### src/rtl/fetch_pkg.sv
// Shared encodings and default sizes for the instruction fetch sequencer.
package fetch_pkg;

   localparam int unsigned ADDR_W_DEF   = 10;
   localparam int unsigned DATA_W_DEF   = 32;
   localparam int unsigned RESET_PC_DEF = 0;

   // Encoding is visible on state_out, so the values are fixed.
   typedef enum logic [1:0] {
      ST_LOAD = 2'd0,
      ST_RUN  = 2'd1,
      ST_HALT = 2'd2
   } fetch_state_e;

endpackage

### src/rtl/fetch_slot.sv
// One-entry output register holding the fetched instruction and its index.
// Flush wins over load; with neither asserted the entry holds.
module fetch_slot
   import fetch_pkg::*;
#(
   parameter int unsigned AW = ADDR_W_DEF,
   parameter int unsigned DW = DATA_W_DEF
) (
   input  logic          clk,
   input  logic          rst_n,
   input  logic          flush_i,
   input  logic          load_i,
   input  logic [DW-1:0] data_i,
   input  logic [AW-1:0] pc_i,
   output logic          valid_o,
   output logic [DW-1:0] data_o,
   output logic [AW-1:0] pc_o
);

   logic          valid_q, valid_d;
   logic [DW-1:0] data_q, data_d;
   logic [AW-1:0] pc_q, pc_d;

   // Next-entry selection: flush clears only the valid bit, load captures.
   always_comb begin
      valid_d = valid_q;
      data_d  = data_q;
      pc_d    = pc_q;
      if (flush_i) begin
         valid_d = 1'b0;
      end else if (load_i) begin
         valid_d = 1'b1;
         data_d  = data_i;
         pc_d    = pc_i;
      end
   end

   // Entry register.
   always_ff @(posedge clk or negedge rst_n) begin
      if (!rst_n) begin
         valid_q <= 1'b0;
         data_q  <= '0;
         pc_q    <= '0;
      end else begin
         valid_q <= valid_d;
         data_q  <= data_d;
         pc_q    <= pc_d;
      end
   end

   assign valid_o = valid_q;
   assign data_o  = data_q;
   assign pc_o    = pc_q;

endmodule

### src/rtl/fetch_ctrl.sv
// Instruction fetch sequencer: boot-loads the instruction memory, then
// streams one instruction per cycle to decode with redirect and halt.
//
// state   | meaning
// --------+-------------------------------------------------------------
// ST_LOAD | accepting boot words, writing them straight into memory
// ST_RUN  | fetching at pc into the output slot, one per cycle
// ST_HALT | fetch stopped, pc holds next index, redirects still land
module fetch_ctrl
   import fetch_pkg::*;
#(
   parameter int unsigned ADDR_W    = ADDR_W_DEF,
   parameter int unsigned DATA_W    = DATA_W_DEF,
   parameter int unsigned RESET_PC  = RESET_PC_DEF,
   parameter bit          BOOT_LOAD = 1'b1
) (
   input  logic              clk,
   input  logic              rst_n,
   input  logic              load_valid_i,
   output logic              load_ready_o,
   input  logic [ADDR_W-1:0] load_addr_i,
   input  logic [DATA_W-1:0] load_data_i,
   input  logic              load_last_i,
   output logic              mem_we_o,
   output logic [ADDR_W-1:0] mem_waddr_o,
   output logic [DATA_W-1:0] mem_wdata_o,
   output logic [ADDR_W-1:0] pc_out_o,
   input  logic [DATA_W-1:0] mem_rdata_i,
   output logic              insn_valid_o,
   input  logic              insn_ready_i,
   output logic [DATA_W-1:0] insn_o,
   output logic [ADDR_W-1:0] insn_pc_o,
   input  logic              redirect_valid_i,
   input  logic [ADDR_W-1:0] redirect_pc_i,
   input  logic              halt_req_i,
   input  logic              resume_i,
   output logic [1:0]        state_out_o,
   output logic              wrap_flag_o
);

   localparam logic [ADDR_W-1:0] START_PC  = ADDR_W'(RESET_PC);
   localparam fetch_state_e      RST_STATE = BOOT_LOAD ? ST_LOAD : ST_RUN;

   fetch_state_e      state_q, state_d;
   logic [ADDR_W-1:0] pc_q, pc_d;
   logic              wrap_q, wrap_d;
   logic              slot_flush, slot_load, slot_valid;
   logic              fe;
   logic              in_load;

   assign fe = !slot_valid || insn_ready_i;

   // Held low during reset so the boot handshake never acks while the
   // sequencer is still being cleared.
   assign in_load = (state_q == ST_LOAD) && rst_n;

   // Next-state, pc and slot control.
   always_comb begin
      state_d      = state_q;
      pc_d         = pc_q;
      wrap_d       = wrap_q;
      slot_flush   = 1'b0;
      slot_load    = 1'b0;
      load_ready_o = 1'b0;
      mem_we_o     = 1'b0;
      unique case (state_q)
         ST_LOAD: begin
            load_ready_o = in_load;
            if (in_load && load_valid_i) begin
               mem_we_o = 1'b1;
               if (load_last_i) begin
                  state_d = ST_RUN;
                  pc_d    = START_PC;
               end
            end
         end
         ST_RUN: begin
            if (redirect_valid_i) begin
               pc_d       = redirect_pc_i;
               slot_flush = 1'b1;
            end else if (halt_req_i) begin
               state_d    = ST_HALT;
               slot_flush = 1'b1;
            end else if (fe) begin
               slot_load = 1'b1;
               pc_d      = pc_q + 1'b1;
               if (pc_q == '1) wrap_d = 1'b1;
            end
         end
         ST_HALT: begin
            if (redirect_valid_i) pc_d = redirect_pc_i;
            if (resume_i && !halt_req_i) state_d = ST_RUN;
         end
         default: begin
            state_d    = RST_STATE;
            slot_flush = 1'b1;
         end
      endcase
   end

   // State, pc and sticky wrap registers.
   always_ff @(posedge clk or negedge rst_n) begin
      if (!rst_n) begin
         state_q <= RST_STATE;
         pc_q    <= START_PC;
         wrap_q  <= 1'b0;
      end else begin
         state_q <= state_d;
         pc_q    <= pc_d;
         wrap_q  <= wrap_d;
      end
   end

   fetch_slot #(
      .AW (ADDR_W),
      .DW (DATA_W)
   ) u_slot (
      .clk     (clk),
      .rst_n   (rst_n),
      .flush_i (slot_flush),
      .load_i  (slot_load),
      .data_i  (mem_rdata_i),
      .pc_i    (pc_q),
      .valid_o (slot_valid),
      .data_o  (insn_o),
      .pc_o    (insn_pc_o)
   );

   assign mem_waddr_o  = load_addr_i;
   assign mem_wdata_o  = load_data_i;
   assign pc_out_o     = pc_q;
   assign insn_valid_o = slot_valid;
   assign state_out_o  = state_q;
   assign wrap_flag_o  = wrap_q;

endmodule

### config.mk
export PLATFORM = sky130hd
export DESIGN_NAME = fetch_ctrl
export DESIGN_NICKNAME = d
export VERILOG_FILES = /design/src/rtl/fetch_pkg.sv /design/src/rtl/fetch_slot.sv /design/src/rtl/fetch_ctrl.sv
export SDC_FILE = /design/constraint.sdc
export NUM_CORES = 1
export LEC_CHECK = 0
export CORE_ASPECT_RATIO = 0.75
export CORE_MARGIN = 5
export CORE_UTILIZATION = 41
export CTS_BUF_LIST = sky130_fd_sc_hd__clkbuf_8
export DETAILED_ROUTE_END_ITERATION = 10
export GPL_TIMING_DRIVEN = 0
export PLACE_DENSITY = 0.88
export SYNTH_ARGS = -nofsm -noshare
export SYNTH_HDL_FRONTEND = slang
export SYNTH_HIERARCHICAL = 1
export SYNTH_SLANG_ARGS = --single-unit
export TNS_END_PERCENT = 1
### constraint.sdc
create_clock -name clk -period 6.4 [get_ports clk]
set_input_delay 1.6 -clock clk [delete_from_list [all_inputs] [get_ports clk]]
set_output_delay 1.6 -clock clk [all_outputs]
set_load 0.02 [all_outputs]
Word level (Yosys, flattened, before mapping)
Cells that the tools add are included.

Register bits: 56. Input port bits: 92. Word-level logic and storage cells: 60.

Mux-type cells: 25. Bitwise operators: 3. Reductions and logical operators: 14. Add/subtract/negate cells: 1. Equal/unequal tests: 11.

Operator list (number): two-way mux 10 bit (6); case mux 10 bit (3 select lines) (1); two-way mux 1 bit (11); adder 10 x 1 -> 10 bit (second input constant) (1); equality test 10 bit (second input constant) (1); two-way mux 2 bit (5); != test 2 bit (second input constant) (5); AND reduction 5 bit (2); != test 3 bit (second input constant) (2); case mux 2 bit (3 select lines) (1); AND reduction 6 bit (1); logical AND 1 bit (3); inverter 1 bit (3); nonzero test 3 bit (1); equality test 2 x 1 -> 1 bit (second input constant) (1); equality test 2 bit (second input constant) (1); zero test 1 bit (2); zero test 2 bit (1); != test 2 x 1 -> 1 bit (second input constant) (1); case mux 1 bit (2 select lines) (1); AND reduction 2 bit (1); nonzero test 2 bit (1); OR reduction 2 bit (1); logical OR 1 bit (1).

Longest topological paths before layout
Depth in word-level cells: 8. Gate-level depth with buffers: 8. Depth with buffers taken out: 6.

Hierarchy
Netlist, hierarchy kept.

By module, submodules not included: fetch_slot (sequential area each 1076.0 um2, instances 1, cells an instance 93, area an instance 1811.7 um2); fetch_ctrl (sequential area each 325.3 um2, instances 1, cells an instance 145, area an instance 1308.8 um2).

Worst setup path before layout
No wires, ideal clock.

Path type: in2out. Start: input load_valid_i. End: output mem_we_o. Path buffers: 0. Setup slack: 2.947 ns. Stages on the path: 1. Arrival: 1.853 ns. Required time: 4.800 ns. Cell sequence: and3_1.

Longest elaborated chain between the ends: 3.

RTL lines: from (decl) (RTL line fetch_ctrl.sv:19) `input logic load_valid_i,`; logical AND 1 bit (RTL line fetch_ctrl.sv:69) `if (in_load && load_valid_i) begin`; two-way mux 1 bit (RTL line fetch_ctrl.sv:69); two-way mux 1 bit (RTL line fetch_ctrl.sv:66) `unique case (state_q)`; to (decl) (RTL line fetch_ctrl.sv:24) `output logic mem_we_o,`.

Every way passes these cells.

Worst setup path after layout
Start: input rst_n. End: output mem_we_o.

Longest elaborated chain between the ends: 4.

RTL lines: from (decl) (RTL line fetch_ctrl.sv:18) `input logic rst_n,`; logical AND 1 bit (RTL line fetch_ctrl.sv:55) `assign in_load = (state_q == ST_LOAD) && rst_n;`; logical AND 1 bit (RTL line fetch_ctrl.sv:69); two-way mux 1 bit (RTL line fetch_ctrl.sv:69); two-way mux 1 bit (RTL line fetch_ctrl.sv:66).

Every way passes these cells.

==> flow_metrics.tcl <==
set metrics [dict create \
    outcome "finished, final reports clean" \
    cp_max_fo 32 \
    post_drt_wl_per_cell_um 17.20 \
    critPathMaxStageDelay_ps 600 \
    core_mm2 0.007365 \
    grt_pass1_vias 2582 \
    grt.total_usage 0.1746 \
    rsz0062_at_grt "no" \
    cp.buffers_inverters 3 \
    fp.dieArea_mm2 0.009474 \
    syn_to_final_growth_pct 55.21 \
    cts_hold_buf 0 \
    ios 192 \
    cts_tree "done" \
    max_freq_ghz 0.2068 \
    core.rowCount 27 \
    antenna_found_initial 0 \
    cts_max_path_buffers 2 \
    clkLatencyLatePin_ps 300 \
    synth_edf_count 0 \
    clock_skew_ps 5.858 \
    p_leak_nw 2.097 \
    synthTopCellsByArea "dfrtp_1, mux2_4, buf_4" \
    dp_hpwl_um 6771 \
    grt_max_degree 33 \
    placed_area_mm2 0.004753 \
    clk_pin_slew_ps 100 \
    yosysSeqAreaShare 0.4491 \
    fill_cells 572 \
    cp.required_ps 4800 \
    h-tree-depth 2 \
    critPathTopFamily "buffers and inverters" \
    arrival_ps 3240 \
    drt_iter0_markers 63 \
    root_buffer "clkbuf_8" \
    die_w_um 110.7 \
    cts_inserted_buffers 5 \
    io_buffers 149 \
    routed_wl_um 8550 \
    drive_gt1_frac 0.2828 \
    setup_violations 0 \
    synth_top_area_cell "dfrtp_1" \
    crit_chain "buf_2 -> buf_12 -> and3_1 -> clkdlybuf4s50_1" \
    dp_slack_ps 1487 \
    postSynthAreaPerCell_um2 13.11 \
    fin_nets 492 \
    synth_cell_types 44 \
    startpoint_type "input pin" \
    netlist_instances 238 \
    final_common_cell "clkdlybuf4s50_1" \
    place_congestion 0.8156 \
    hold_ws_ps 482.9 \
    viasPerCell 4.837 \
    slew_violations 0 \
    synth-async-reset-ratio 1.000 \
    clkSinkCount 56 \
    synth-seq-cells 56 \
    hold_path_class "reg -> reg" \
    die_y_um 85.56 \
    power.density_mw_per_mm2 413.0 \
    start_util 0.4237 \
    critPathCaptureType "output port" \
    cts_resized 0 \
    drc 0 \
    yosys_most_used_dff "dfrtp_1" \
    drt-pass1-iter-count 4 \
    postLayoutCoreUtil 0.6577 \
    layout_min_cycle_time_ps 4836 \
    grt_overflow 0 \
    worst_ir_drop_vdd_uv 264.8 \
    worstSetupPathType "in -> out" \
    fin_crit_sh 0.7556 \
    fin_area_mm2 0.004843 \
    num_antenna_cells 0 \
    hold_viol 0 \
    antenna_left 0 \
    slowest_stage "clkdlybuf4s50_1" \
    setup_tns_ps 0 \
    postCtsSetupBuffers 0 \
    grt_pass1_wl_um 13590 \
    tightest_slew_ps 727.8 \
    mostFrequentLayoutCells "clkdlybuf4s50_1, dfrtp_1, buf_4, mux2_4, o2bb2ai_1" \
    synth_top_area_share 0.4491 \
    yosysWarnings 6 \
    dr_total_vias 2404 \
    maxCapViolCount 0 \
    worst_slack_ps 1564 \
    synth_area_mm2 0.003120 \
    slew_headroom 0.5148 \
    synth.net_count 335 \
]
[final timing paths]
check                           depth (start not counted)  slack [ps]                       start                      endpoint
worst max-delay path                                    4        1560                       rst_n                      mem_we_o
min in group asynchronous                               1        1340                       rst_n  u_slot/data_o[2]$_DFFE_PN0P_
max in group asynchronous                               2        4450                       rst_n       pc_out_o[4]$_DFFE_PN0P_
worst min-delay path                                    1         480     wrap_flag_o$_DFFE_PN0P_       wrap_flag_o$_DFFE_PN0P_
worst max register to register                          8        3830  state_out_o[1]$_DFFE_PN0P_    u_slot/pc_o[2]$_DFFE_PN0P_
worst min register to register                          1         480     wrap_flag_o$_DFFE_PN0P_       wrap_flag_o$_DFFE_PN0P_
[state kept, by name, summed over array words and instances, names as in the netlist]
name,count
pc_out_o,10
state_out_o,2
u_slot/data_o,32
wrap_flag_o,1
u_slot/pc_o,10
u_slot/valid_o,1
[per-layer routing]
layer	up-vias	GRT usage	wire length, um
met1	1174	0.2285	3785
met2	101	0.2963	4164
met4	0	0.02349	37
met5	-	0	0
li1	1125	-	-
met3	4	0.05219	563
[power breakdown]
| group | switching, W | internal, W | leakage (nW) |
|---|---|---|---|
| Sequential | 0.000136 | 0.000509 | 0.718 |
| Combinational | 0.000531 | 0.000628 | 1.33 |
| Clock | 0.000119 | 0.0000781 | 0.0445 |
| Total | 0.000786 | 0.00121 | 2.10 |
[Yosys cell counts, types with 2 or more instances]
cell / instances
a211oi_1: 2
a21o_1: 2
a21oi_1: 4
a22oi_1: 3
buf_12: 4
buf_4: 42
buf_6: 2
dfrtp_1: 56
ha_1: 5
inv_1: 6
mux2_2: 5
mux2_4: 40
nand2_1: 4
nand2b_1: 2
nand3_1: 4
nand3_2: 2
nand4_1: 4
nor2_1: 6
nor2b_1: 4
nor3_1: 2
nor3b_1: 2
nor4_1: 6
o211a_1: 3
o2bb2ai_1: 7
xnor2_1: 2
[cell families (layout without fill, tap and decap cells)]
logic type / after synthesis / in the layout / synth area share
xor gates and xnor gates: 2 / 2 / 0.005614
and+or+nand+nor: 41 / 41 / 0.08019
adders and majority gates: 5 / 5 / 0.02005
AOI/OAI and AO/OA: 34 / 34 / 0.09182
muxes: 45 / 45 / 0.2105
buffers and inverters: 55 / 213 / 0.1427
DFF: 56 / 56 / 0.4491
[metrics by stage]
| stage | cells | total power, W |
|---|---|---|
| after floorplan | 238 | 0.001305 |
| after global placement | 488 | 0.001778 |
| after detailed placement | 489 | 0.001808 |
| after CTS | 497 | 0.002019 |
| after global routing | 497 | 0.002114 |
| final | 497 | 0.002001 |
[area by class of cell]
class | count | area (um^2) | area share
Buffer | 49 | 422.9 | 0.08732
Multi-Input combinational cell | 127 | 1274 | 0.2630
Timing Repair Buffer | 150 | 1506 | 0.3110
Sequential cell | 56 | 1401 | 0.2893
Inverter | 6 | 22.52 | 0.004650
Tap cell | 101 | 126.4 | 0.02609
Clock buffer | 5 | 68.82 | 0.01421
Clock inverter | 3 | 21.27 | 0.004392
Power figures use the tool's default switching activity.
==> edit 1 (same settings) <==
`DATA_W_DEF`: 32 -> 40.
--- a/src/rtl/fetch_pkg.sv
+++ b/src/rtl/fetch_pkg.sv
@@ -2,7 +2,7 @@
 package fetch_pkg;
 
    localparam int unsigned ADDR_W_DEF   = 10;
-   localparam int unsigned DATA_W_DEF   = 32;
+   localparam int unsigned DATA_W_DEF   = 40;
    localparam int unsigned RESET_PC_DEF = 0;
 
    // Encoding is visible on state_out, so the values are fixed.
Interface: changed (resized insn_o, load_data_i, mem_rdata_i and mem_wdata_o); port bits go from 192 to 224. The function was not compared with the original's and may differ.
==> edit 1 against the original RTL <==
Synthesized area increased by 13%. Wire length grew 15%. Power grew 24%. Worst setup slack improved by 0.095 ns. Worst hold slack lost 0.011 ns. Sequential cell count up 8. Non-clock buffer count grew 32. Clock power increased by 120%. Maximum frequency up 2.0%. Clock skew is 0.0016 ns lower. Utilization up 1.3 points. Via count increased by 14%. Final cell count rose by 13%. Design area is 17% higher. Largest cell class unchanged. Highest routed layer unchanged.
==> edit 1: results (changes against the original RTL) <==
global_route:
  grt_pass1_vias: 3021  # was 2582
  grt_usage_pct: 18.3  # was 17.5%
  grt_pass1_wl_um: 15400  # was 13600 um
  grt_max_degree: 68  # was 33
power_and_ir_drop:
  swShare_pct: 36.4  # was 39.3%
  ir_drop_mv: 0.255  # was 0.265 mV
  power.leakage_nw: 2.46  # was 2.10 nW
drt:
  wl_met1_um: 3790  # about the same
  drt-pass1-iter-count: 4  # unchanged
  drt_iter0_markers: 147  # was 63
  wire_per_inst_um: 17.5  # was 17.2 um
  met2_wirelength_um: 4900  # was 4160 um
  dr_total_vias: 2729  # was 2404
logic_synthesis:
  synthMuxAreaShare_pct: 22.2  # was 21.1%
  synthArstFlopShare_pct: 100  # unchanged
  ys_seq_area_share_pct: 45.4  # was 44.9%
  synth_area_leaders: "dfrtp_1 45%, mux2_4 21%, buf_4 11%"  # was dfrtp_1 45%, mux2_4 19%, buf_4 10%
  synth-adder-area-share_pct: 1.77  # was 2.00%
  synth_compound_area_share_pct: 8.12  # was 9.18%
  synth_common_cells: "64 x dfrtp_1, 50 x buf_4, 50 x mux2_4"  # was 56 x dfrtp_1, 42 x buf_4, 40 x mux2_4
  synth_top_family_by_area: "multiplexers"  # unchanged
  synthXorXnorAreaFrac_pct: 0.496  # was 0.561%
clock_network:
  clock_latency_ns: 0.33  # was 0.30 ns
  clk_pin_slew_ns: 0.07  # was 0.10 ns
  h-tree-depth: 3  # was 2
  cts_buffers: 9  # was 5
  post-cts-setup-buffer-count: 0  # unchanged
placed_design:
  gp_congestion: 0.830  # was 0.816
  hpwlAfterDp_um: 7730  # was 6770 um
final_layout:
  fill_cells: 618  # was 572
  layout.nets: 560  # was 492
  drive_above_1_share_pct: 30.1  # was 28.3%
  largest_reg_flops: 40  # was 32
  diodes: 0  # unchanged
outcome:
  status: "complete, no violations"  # unchanged
worst_setup_path:
  cp_max_fo: 67  # was 32
  reg2reg_setup_slack_ns: 3.75  # was 3.83 ns
  critPathArrivalTime_ns: 3.14  # was 3.24 ns
  r2r_end: "u_slot/data_o[30]"  # was u_slot/pc_o[2]
timing:
  worst_slew_pin_slew_ns: 0.831  # was 0.728 ns
## edit 1: cell types whose count changed after synthesis, sizes merged
cell	change
buf	+9
dfrtp	+8
mux2	+8
## edit 1: power groups by stage
stage	clock, W	sequential, W	combinational, W
final	0.000433	0.000738	0.00131
after global routing	0.000467	0.000769	0.00139
after CTS	0.000448	0.000741	0.00132
after detailed placement	0	0.000744	0.00131
after global placement	0	0.000730	0.00129
after floorplan	0	0.000940	0.000540
## edit 1: through the flow
stage	total power (W)	instances	TNS, ns	setup WS [ns]	area (um2)
2_1_floorplan	0.00148	263	0	2.95	3530
3_3_place_gp	0.00202	544	-0.691	-0.382	5400
3_5_place_dp	0.00206	544	0	1.60	5390
4_1_cts	0.00251	560	0	1.60	5650
5_1_grt	0.00262	560	0	1.47	5650
6_report	0.00248	560	0	1.66	5650
## edit 1: routing by layer
layer	up-vias	global-route usage [%]
met5	-	0
met4	0	4.87
met3	15	5.56
met2	145	31.1
met1	1304	22.4
li1	1265	-
## edit 1: final cells by class
type,instances,area (um2),area share (%)
timing repair buffer,173,1730,30.6
sequential,64,1600,28.4
multi-input combinational,135,1400,24.8
buffer,58,503,8.91
clock buffer,10,138,2.44
tap,108,135,2.39
clock inverter,6,115,2.04
inverter,6,22.5,0.399
## edit 1: cells by family (layout without fill, tap and decap cells)
family	count (synthesis)	count (layout)
muxes	53	53
DFF	64	64
xor gates and xnor gates	2	2
buffers and inverters	64	253
and+or+nand+nor	41	41
adders and majority gates	5	5
AOI/OAI and AO/OA	34	34
## edit 1: worst min-delay path by stage
stage                            from           to  slack [ns]  cells past startpoint
final                     wrap_flag_o  wrap_flag_o        0.47                      1
after global routing      wrap_flag_o  wrap_flag_o        0.49                      1
after CTS                 wrap_flag_o  wrap_flag_o        0.47                      1
after detailed placement  wrap_flag_o  wrap_flag_o        0.46                      1
after global placement    wrap_flag_o  wrap_flag_o        0.46                      1
after floorplan           wrap_flag_o  wrap_flag_o        0.59                      1
## edit 1: critical path: stages
cell,delay [ns]
buf_4,0.64
and3_1,0.27
clkdlybuf4s50_1,0.60
==> edit 2 (same settings) <==
Without the edit above. Register the output `wrap_flag_o` once more, without a reset; this adds one clock of latency there. The other outputs are not delayed to match.
--- a/src/rtl/fetch_ctrl.sv
+++ b/src/rtl/fetch_ctrl.sv
@@ -131,7 +131,9 @@
    assign pc_out_o     = pc_q;
    assign insn_valid_o = slot_valid;
    assign state_out_o  = state_q;
-   assign wrap_flag_o  = wrap_q;
+   always_ff @(posedge clk) begin
+      wrap_flag_o <= wrap_q;
+   end
 
 endmodule
 
Function: changed (Yosys sat finds a counterexample within 4 cycles, from zero or initial values and one cycle with rst_n low).
==> edit 2 against the original RTL <==
Clock skew fell by 0.0013 ns. Sequential share of layout area fell by 0.40 points. Synthesized area rose by 0.88%. Combinational power barely moved. Wire length fell by 1.9%. Power rose by 7.0%. Final cell count rose by 1.6%. Design area rose by 2.9%. Worst setup slack improved by 0.095 ns. Sequential cell count rose by 1. Largest cell class unchanged. Largest power group unchanged.
==> edit 2: results (changes against the original RTL) <==
global_route:
  grt_pass1_vias: 2612  # was 2582
  grt_pass1_wl_um: 13300  # was 13600 um
  grt_usage_pct: 17.2  # was 17.5%
  grt_max_degree: 36  # was 33
power_and_ir_drop:
  power.leakage_nw: 2.17  # was 2.10 nW
  ir_drop_mv: 0.281  # was 0.265 mV
  swShare_pct: 37.5  # was 39.3%
logic_synthesis:
  syn_nets: 336  # was 335
  syn_inst: 239  # was 238
  synthXorXnorAreaFrac_pct: 0.556  # was 0.561%
  synth_area_leaders: "dfrtp_1 45%, mux2_4 19%, buf_4 10%"  # unchanged
  synth_common_cells: "56 x dfrtp_1, 42 x buf_4, 40 x mux2_4"  # unchanged
  ys_seq_area_share_pct: 45.2  # was 44.9%
  synthMuxAreaShare_pct: 20.9  # was 21.1%
  synth-adder-area-share_pct: 1.99  # was 2.00%
  synthArstFlopShare_pct: 98.2  # was 100%
  synth_compound_area_share_pct: 9.30  # was 9.18%
clock_network:
  clk_pin_slew_ns: 0.06  # was 0.10 ns
  clock_latency_ns: 0.33  # was 0.30 ns
  h-tree-depth: 3  # was 2
  cts_buffers: 9  # was 5
placed_design:
  port_buffers: 149  # unchanged
  gp_congestion: 0.774  # was 0.816
  placed_area_um2: 4790  # was 4750 um2
timing:
  relSlewSlack_pct: 45.0  # was 51.5%
  finalClockSkew_ns: 0.00456  # was 0.00586 ns
  fin_crit_ns: 4.74  # was 4.84 ns
  finalHoldWorstSlack_ns: 0.369  # was 0.483 ns
final_layout:
  drive_above_1_share_pct: 29.5  # was 28.3%
  seq_area_um2: 1420  # was 1400 um2
  layout.nets: 497  # was 492
worst_setup_path:
  slowest_stage: "buf_2"  # was clkdlybuf4s50_1
  cp_slowest_stage_delay_ns: 0.63  # was 0.60 ns
  critPathArrivalTime_ns: 3.14  # was 3.24 ns
  reg2reg_setup_slack_ns: 3.95  # was 3.83 ns
  cp_max_fo: 35  # was 32
drt:
  dr_total_vias: 2472  # was 2404
  routed_wl_um: 8390  # was 8550 um
outcome:
  status: "complete, no violations"  # unchanged
[edit 2: changes by cell type after synthesis, sizes merged]
| cell | before | now |
|---|---|---|
| dfxtp | 0 | 1 |
[edit 2: per-layer routing]
layer / GRT usage (%) / wire, um
met3: 7.12 / 696
met5: 0 / 0
met4: 4.09 / 76
met1: 20.6 / 3520
met2: 29.2 / 4090
[edit 2: path summary, 6_finish.rpt]
kind | from | end | cells past startpoint
max | rst_n | mem_we_o | 3
min | wrap_q | wrap_flag_o | 0
max reg2reg | state_out_o[1] | u_slot/pc_o[3] | 8
min reg2reg | wrap_q | wrap_flag_o | 0
max in group asynchronous | rst_n | u_slot/data_o[14] | 2
min in group asynchronous | rst_n | u_slot/data_o[5] | 1
[edit 2: layout make-up]
cell class,instances,share of cell area (%)
plain buffers,49,8.49
repair buffers,150,30.4
well taps,101,2.54
inverters,6,0.452
clock buffers,10,2.76
clock inverters,5,1.13
flip-flops and latches,57,28.5
multi-input cells,127,25.7
[edit 2: power by group through the flow]
stage / clock [W] / combinational, W / sequential (W)
after global routing: 0.000359 / 0.00122 / 0.000678
after floorplan: 0 / 0.000492 / 0.000827
after CTS: 0.000341 / 0.00117 / 0.000654
final: 0.000329 / 0.00116 / 0.000652
after global placement: 0 / 0.00114 / 0.000644
after detailed placement: 0 / 0.00116 / 0.000657
[edit 2: cells by family (layout without fill, tap and decap cells)]
family          count (synthesis)  in the layout
mux                            45             45
buf+inv                        55            220
xor+xnor                        2              2
compound gates                 34             34
flops                          57             57
simple gates                   41             41
fa+ha+maj                       5              5
